==> config.mk <==
export PLATFORM = sky130hd
export DESIGN_NAME = mux4_rr_arbiter
export DESIGN_NICKNAME = d
export VERILOG_FILES = /design/src/rtl/mux4_arb_pkg.sv /design/src/rtl/mux4_rr_arbiter_rr_pick.sv /design/src/rtl/mux4_rr_arbiter.sv
export SDC_FILE = /design/constraint.sdc
export NUM_CORES = 1
export LEC_CHECK = 0
export ABC_AREA = 0
export CAP_MARGIN = 10
export CELL_PAD_IN_SITES_DETAIL_PLACEMENT = 1
export CELL_PAD_IN_SITES_GLOBAL_PLACEMENT = 2
export CORE_MARGIN = 1
export CORE_UTILIZATION = 29
export CTS_CLUSTER_SIZE = 30
export DETAILED_ROUTE_END_ITERATION = 7
export PLACE_DENSITY = 0.81
export SYNTH_ARGS = -nofsm -noshare
export SYNTH_HDL_FRONTEND = slang
export SYNTH_SLANG_ARGS = --single-unit
export TNS_END_PERCENT = 1
==> constraint.sdc <==
create_clock -name clk -period 2.2 [get_ports clk]
set_input_delay 0.33 -clock clk [delete_from_list [all_inputs] [get_ports clk]]
set_output_delay 0.33 -clock clk [all_outputs]
set_load 0.01 [all_outputs]
==> src/rtl/mux4_arb_pkg.sv <==
// Shared types, sizes and helpers for the 4-way round-robin mux arbiter.
package mux4_arb_pkg;

  localparam int N_REQ = 4;
  localparam int SEL_W = 2;

  typedef enum logic {
    IDLE = 1'b0,
    BUSY = 1'b1
  } state_t;

  function automatic logic [SEL_W-1:0] onehot_to_idx(input logic [N_REQ-1:0] oh);
    return {oh[3] | oh[2], oh[3] | oh[1]};
  endfunction

endpackage

==> src/rtl/mux4_rr_arbiter_rr_pick.sv <==
// Combinational rotating-priority picker: first set bit of mask from ptr upward, wrapping 3->0.
// Zero latency; no flow control, any=0 means win is don't-care.
module rr_pick
  import mux4_arb_pkg::*;
(
  input  logic [N_REQ-1:0] mask,
  input  logic [SEL_W-1:0] ptr,
  output logic [SEL_W-1:0] win,
  output logic             any
);

  // Scan from the far end down so the nearest set bit to ptr is assigned last.
  always_comb begin
    win = ptr;
    any = |mask;
    for (int i = N_REQ - 1; i >= 0; i--) begin
      if (mask[ptr + SEL_W'(i)]) win = ptr + SEL_W'(i);
    end
  end

endmodule

==> src/rtl/mux4_rr_arbiter.sv <==
// Round-robin owner of a shared 4-to-1 mux select; registered one-hot grant, 1 cycle req->gnt.
// Grants hold until the owner drops req or MAX_HOLD cycles elapse; handover has no bubble.
module mux4_rr_arbiter #(
  parameter int N_REQ    = 4,
  parameter int MAX_HOLD = 8
) (
  input  logic             clk,
  input  logic             rst_n,
  input  logic [N_REQ-1:0] req,
  output logic [N_REQ-1:0] gnt,
  output logic [1:0]       sel,
  output logic             sel_valid,
  output logic             timeout,
  output logic [1:0]       owner_dbg
);

  import mux4_arb_pkg::*;

  localparam int HC_W = (MAX_HOLD < 1) ? 1 : $clog2(MAX_HOLD + 1);
  localparam logic [HC_W-1:0] HOLD_LAST = HC_W'((MAX_HOLD == 0) ? 0 : MAX_HOLD - 1);

  state_t           state;
  logic [SEL_W-1:0] ptr;
  logic [SEL_W-1:0] owner;
  logic [HC_W-1:0]  hold_cnt;

  logic             drop_vol;
  logic             limit_hit;
  logic             rel;
  logic [N_REQ-1:0] pick_mask;
  logic [SEL_W-1:0] pick_ptr;
  logic [SEL_W-1:0] win;
  logic             win_any;
  logic [N_REQ-1:0] win_oh;

  assign drop_vol  = ~req[owner];
  assign limit_hit = (MAX_HOLD != 0) && (hold_cnt == HOLD_LAST);
  assign rel       = drop_vol || limit_hit;

  // On release the departing owner is masked out and priority starts just past it.
  assign pick_mask = (state == BUSY) ? (req & ~(N_REQ'(1) << owner)) : req;
  assign pick_ptr  = (state == BUSY) ? owner + 2'd1 : ptr;
  assign win_oh    = N_REQ'(1) << win;
  assign owner_dbg = owner;

  rr_pick u_pick (
    .mask (pick_mask),
    .ptr  (pick_ptr),
    .win  (win),
    .any  (win_any)
  );

  always_ff @(posedge clk or negedge rst_n) begin
    if (!rst_n) begin
      state     <= IDLE;
      gnt       <= '0;
      sel       <= '0;
      sel_valid <= 1'b0;
      timeout   <= 1'b0;
      owner     <= '0;
      ptr       <= '0;
      hold_cnt  <= '0;
    end else begin
      timeout <= 1'b0;
      if (state == IDLE || rel) begin
        if (state == BUSY) begin
          ptr     <= owner + 2'd1;
          timeout <= ~drop_vol;
        end
        if (win_any) begin
          state     <= BUSY;
          gnt       <= win_oh;
          sel       <= onehot_to_idx(win_oh);
          sel_valid <= 1'b1;
          owner     <= win;
          hold_cnt  <= '0;
        end else begin
          state     <= IDLE;
          gnt       <= '0;
          sel_valid <= 1'b0;
        end
      end else if (hold_cnt != '1) begin
        hold_cnt <= hold_cnt + 1'b1;
      end
    end
  end

endmodule
=== Word level (Yosys, flattened, before mapping) ===
Cells that the tools add are included.

* Bits in registers: 16
* Input port bits: 6
* Output and inout bits: 10

* Add/subtract/negate cells: 5
* Order comparisons: 5
* Eq/ne operators: 3
* Shift-type cells: 2
* Muxes and demuxes: 23
* Bitwise logic cells: 6
* Reduce and logical (&&, ||, !) cells: 6

{| class="wikitable"
|+ Operators with widths
! kind !! count
|-
| $mux 4 || 5
|-
| $lt 2x3->1 const B || 5
|-
| $bmux 1 s2 || 5
|-
| $mux 2 || 5
|-
| $mux 1 || 8
|-
| $shl 1x2->4 const A || 2
|-
| $add 2x1->2 const B || 2
|-
| $add 2x2->2 const B || 2
|-
| $add 4x1->4 const B || 1
|-
| $and 4x4->4 || 1
|-
| $eq 4x3->1 const B || 1
|-
| $ne 4x4->1 const B || 1
|-
| $not 4->4 || 1
|-
| $reduce_and 2->1 || 2
|-
| $reduce_or 4->1 || 1
|-
| $logic_or 1x1->1 || 2
|-
| $ne 2x1->1 const B || 1
|-
| $not 1->1 || 2
|-
| $or 1x1->1 || 2
|-
| $reduce_bool 2->1 || 1
|}

=== Longest topological paths before layout ===
* Depth in word-level cells: 12
* Mapped depth: 8
* Depth with buffers taken out: 7

=== Modules after synthesis ===
From an unflattened synthesis, not the netlist that was laid out.

* Cells, all modules: 87
* Area, all modules: 987.2 µm²

{| class="wikitable"
|+ By module, submodules not included
! module !! instances !! cells an instance !! area each (µm²) !! seq. area each (µm²)
|-
| mux4_rr_arbiter || 1 || 71 || 887.1 || 400.4
|-
| rr_pick || 1 || 16 || 100.1 || 0.0
|}

=== Worst setup path before layout ===
OpenSTA, ideal clock, no wires.

* Kind: register to register
* Start point: register sel[0] (netlist name)
* End point: register owner[1], in the netlist owner_dbg[1]
* Library setup time: 125 ps
* Arrival time: 1,992 ps
* Setup slack: 84 ps
* Stages on the path, launching flop included: 7
* Period minus slack after synthesis: 2,116 ps
* Cell sequence: dfrtp_1 inv_1 ha_1 mux2_2 nor3b_1 o32a_1 mux2_2

{| class="wikitable"
|+ RTL lines
! item !! RTL line !! RTL
|-
| end signal, assigned || mux4_rr_arbiter.sv:75 || <nowiki>owner <= win;</nowiki>
|-
| end, declared || mux4_rr_arbiter.sv:24 || <nowiki>logic [SEL_W-1:0] owner;</nowiki>
|}

=== Worst setup path in the final report ===
* Start point: register owner[1], in the netlist owner_dbg[1]
* End point: register sel[1]

* Word-level cells in the longest chain between the ends: 12
* Elaborated cells on any way between the ends: 30
* Classes of those cells: 4 x add/sub; 2 x shift; 16 x mux; 4 x bitwise; 4 x reduce/logical

{| class="wikitable"
|+ RTL lines
! item !! RTL line !! RTL
|-
| parallel branches: the longest is 12 deep, another holds $add 2x1->2 || -- ||
|-
| end signal, assigned || mux4_rr_arbiter.sv:73 || <nowiki>sel <= onehot_to_idx(win_oh);</nowiki>
|-
| end, declared || mux4_rr_arbiter.sv:11 || <nowiki>output logic [1:0] sel,</nowiki>
|}

Parallel ways; which one is timed is not known. The select of a mux whose other input is x is not followed.
A chain may end at the register's enable or synchronous reset.

==> run_results.csv <==
group,metric,value,unit
detailed_routing,routedWlPerCell,14.5,um
global_routing,grt_usage,14.1,%
power_and_ir_drop,ir_worst_vdd,0.643,mV
placed_design,post_dp_cell_area,1130,um2
worst_setup_path,worstPathCellList,"inv_1 > ha_1 > mux2_2 > nor3b_1 > o32a_1 > mux2_2",
synth,syn_area,877,um2
worst_setup_path,reg2reg_depth,6,
synth,avgSynthCellArea,10.7,um2
synth,synth_edf_count,0,
synth,synthXorXnorAreaFrac,0.999,%
cells_and_area,fin_nets,122,
min_path,hp-class,"input pin to asynchronous set/reset pin",
floorplan,die_w,57.0,um
placed_design,gp_congestion,0.695,
clocking,cts_sinks,15,
synth,ys_ff_latch,15,
worst_setup_path,crit_top_cell,"mux2_2",
detailed_routing,vias_per_cell,5.09,
detailed_routing,drtIter0Drc,18,
sta,finalSetupViolCount,0,
run_status,outcome,"complete, but fails checks",
sta,finalCritPeriodShare,96.1,%
global_routing,grt_pass1_wl,3510,um
clocking,cts.reportedPaths.clkPinSlew,0.09,ns
synth,yosys.area_share.simple,14.3,%
clocking,root_buffer,"clkbuf_4",
cells_and_area,fillers,326,
worst_setup_path,critPathMaxFanout,7,
sta,timing.clock.skew,0.00587,ns
floorplan,fp.coreArea,2810,um2
power_and_ir_drop,leakage,0.520,nW
worst_setup_path,worst_path_max_delay_cell,"dfrtp_1",
worst_setup_path,critPathKind,"flop to flop",
floorplan,dieArea,3250,um2
floorplan,io_pins,16,
cells_and_area,drive_above_1_share,25.5,%
cells_and_area,area_growth,32.4,%
sta,holdWs,0.438,ns
floorplan,rows,19,
synth,synth_compound_area_share,20.7,%
worst_setup_path,arrival,2.29,ns
synth,synth_top_area_cell,"dfrtp_1",
clocking,cts_buffers,3,
worst_setup_path,r2r_end,"sel[1]",
synth,yosysUniqueCellTypes,36,
worst_setup_path,cpPeakStageDelay,0.43,ns
detailed_routing,drc,4,
synth,yosysWarnings,0,
placed_design,dp_hpwl,1610,um
sta,worst_pin_slew,0.658,ns
cells_and_area,fin_area,1160,um2
run_status,violations,"design-rule violations",
power_and_ir_drop,pwr_density_cell,1550,nW/um2
synth,synthMuxAreaShare,8.84,%
floorplan,start_util,31.3,%
clocking,cts.path.max_buffers,2,
cells_and_area,multiInputGateArea,460,um2
synth,syn_nets,93,
cells_and_area,seq_area,375,um2
detailed_routing,drtPass1Iterations,5,
synth,synth_ff_type,"dfrtp_1",
sta,rsz0062_at_grt,"no",
synth,synth_fa_ha_area_share,7.13,%
sta,slew_violations,0,
worst_setup_path,setup.reg_to_reg.worst_slack,0.09,ns
sta,slew_headroom,56.0,%
cells_and_area,diodes,0,
clocking,post_cts_buffers,0,
worst_setup_path,r2r-start,"owner_dbg[1]",
synth,synth_top_family_by_area,"compound AO/OA/AOI/OAI gates",
global_routing,grt_remaining_overflow,0,
placed_design,numPortBuffers,15,
clocking,clk_latency,0.29,ns
clocking,htreeDepth,1,
global_routing,grt_pass1_vias,732,
detailed_routing,wl,2040,um
synth,synth_area_leaders,"dfrtp_1, ha_1, mux2_2",
sta,fin_crit,2.11,ns
sta,max_clock_freq,0.473,GHz
detailed_routing,antenna_left,0,
worst_setup_path,startpoint_type,"flop",
synth,ys_async_sr_fraction,100,%
floorplan,dieHeight,57.0,um
detailed_routing,via_count,718,
synth,synth_top_area_share,42.8,%
synth,netlist_instances,82,
global_routing,grt_start_max_net_pins,16,
worst_setup_path,cp.required,2.37,ns
sta,hold_violations,0,
global_routing,grt_antenna_before_repair,0,
synth,synth-seq-area-share,42.8,%
clocking,cts_tree,"built",
worst_setup_path,end_kind,"flop",
run,maxCapViolCount,0,
[registers in the layout, indices dropped and copies added, names as in the netlist]
| signal | cells |
|---|---|
| gnt | 4 |
| hold_cnt | 4 |
| ptr | 2 |
| sel | 2 |
| owner_dbg | 1 |
| state | 1 |
| timeout | 1 |
[per-layer routing]
layer / share of wire, % / wire length [um] / GRT usage [%]
met3: 5.0 / 103 / 4.54
met4: 0.49 / 10 / 3.14
met5: 0 / 0 / 0
met2: 46 / 936 / 22.5
met1: 49 / 991 / 18.8
[timing repair]
item | 4_1_cts | 5_1_grt
hold buffers | 0 | 0
gates resized for setup | 0 | 2
endpoints found under the setup margin | 0 | 2
[power breakdown]
group / internal [W] / switching [W] / leakage (nW) / total (W)
Combinational: 0.000608 / 0.000560 / 0.315 / 0.00117
Clock: 0.0000676 / 0.0000900 / 0.0177 / 0.000158
Sequential: 0.000388 / 0.0000865 / 0.187 / 0.000475
[cells in the mapped netlist (3+ instances only)]
cell type	instances
nand2b_1	3
dfrtp_1	15
a21boi_0	4
o21ai_0	4
nand2_1	9
ha_1	5
mux2_2	4
nor2_1	3
inv_1	3
[metrics by stage]
step / util [%] / cells / total power [W] / setup TNS (ns) / setup WS [ns]
after floorplan: - / 82 / 0.00120 / 0 / 0.0838
after global placement: 40.2 / 137 / 0.00160 / -0.00479 / -0.00479
after detailed placement: 40.2 / 137 / 0.00164 / -0.0190 / -0.0190
after CTS: 41.2 / 141 / 0.00181 / 0 / 0.0843
after global routing: 41.4 / 141 / 0.00197 / 0 / 0.00529
final: 41.4 / 141 / 0.00180 / 0 / 0.0867
[cell usage in the layout, fill, tap and decap left out, drive strengths merged, types with 2 or more instances in the layout]
cell type,count
a32o,2
nand2,9
ha,5
buf,13
a21boi,4
nand2b,3
mux2,4
clkbuf,3
nand3,2
dfrtp,15
nor2,4
o21ai,5
o31ai,2
inv,3
a21oi,2
clkdlybuf4s50,15
[final cells by class]
class	instances	area share, %
clock buffers	3	1.94
clock inverters	1	0.431
inverters	3	0.970
multi-input cells	60	39.7
flip-flops and latches	15	32.3
well taps	31	3.34
repair buffers	28	21.3
[worst max-delay path, delay by kind of cell, from the launching register on]
kind	cells	cell delay [ns]
compound gates	1	0.43
fa+ha+maj	1	0.27
buf+inv	1	0.09
flops	1	0.43
mux	2	0.63
simple gates	1	0.16
[worst max-delay path by stage]
stage                 start           end  slack (ns)
2_1_floorplan        sel[0]  owner_dbg[1]        0.08
3_3_place_gp         req[1]   hold_cnt[2]      -0.005
3_5_place_dp         req[1]   hold_cnt[2]       -0.02
4_1_cts        owner_dbg[1]        sel[1]        0.08
5_1_grt        owner_dbg[1]        sel[1]       0.005
6_report       owner_dbg[1]        sel[1]        0.09
[logic make-up after synthesis]
logic type / after synthesis
AOI/OAI and AO/OA: 23
adders and majority gates: 5
DFF: 15
buffers and inverters: 7
muxes: 6
and+or+nand+nor: 25
xor gates and xnor gates: 1
No activity file was read; power rests on OpenSTA's default activity.
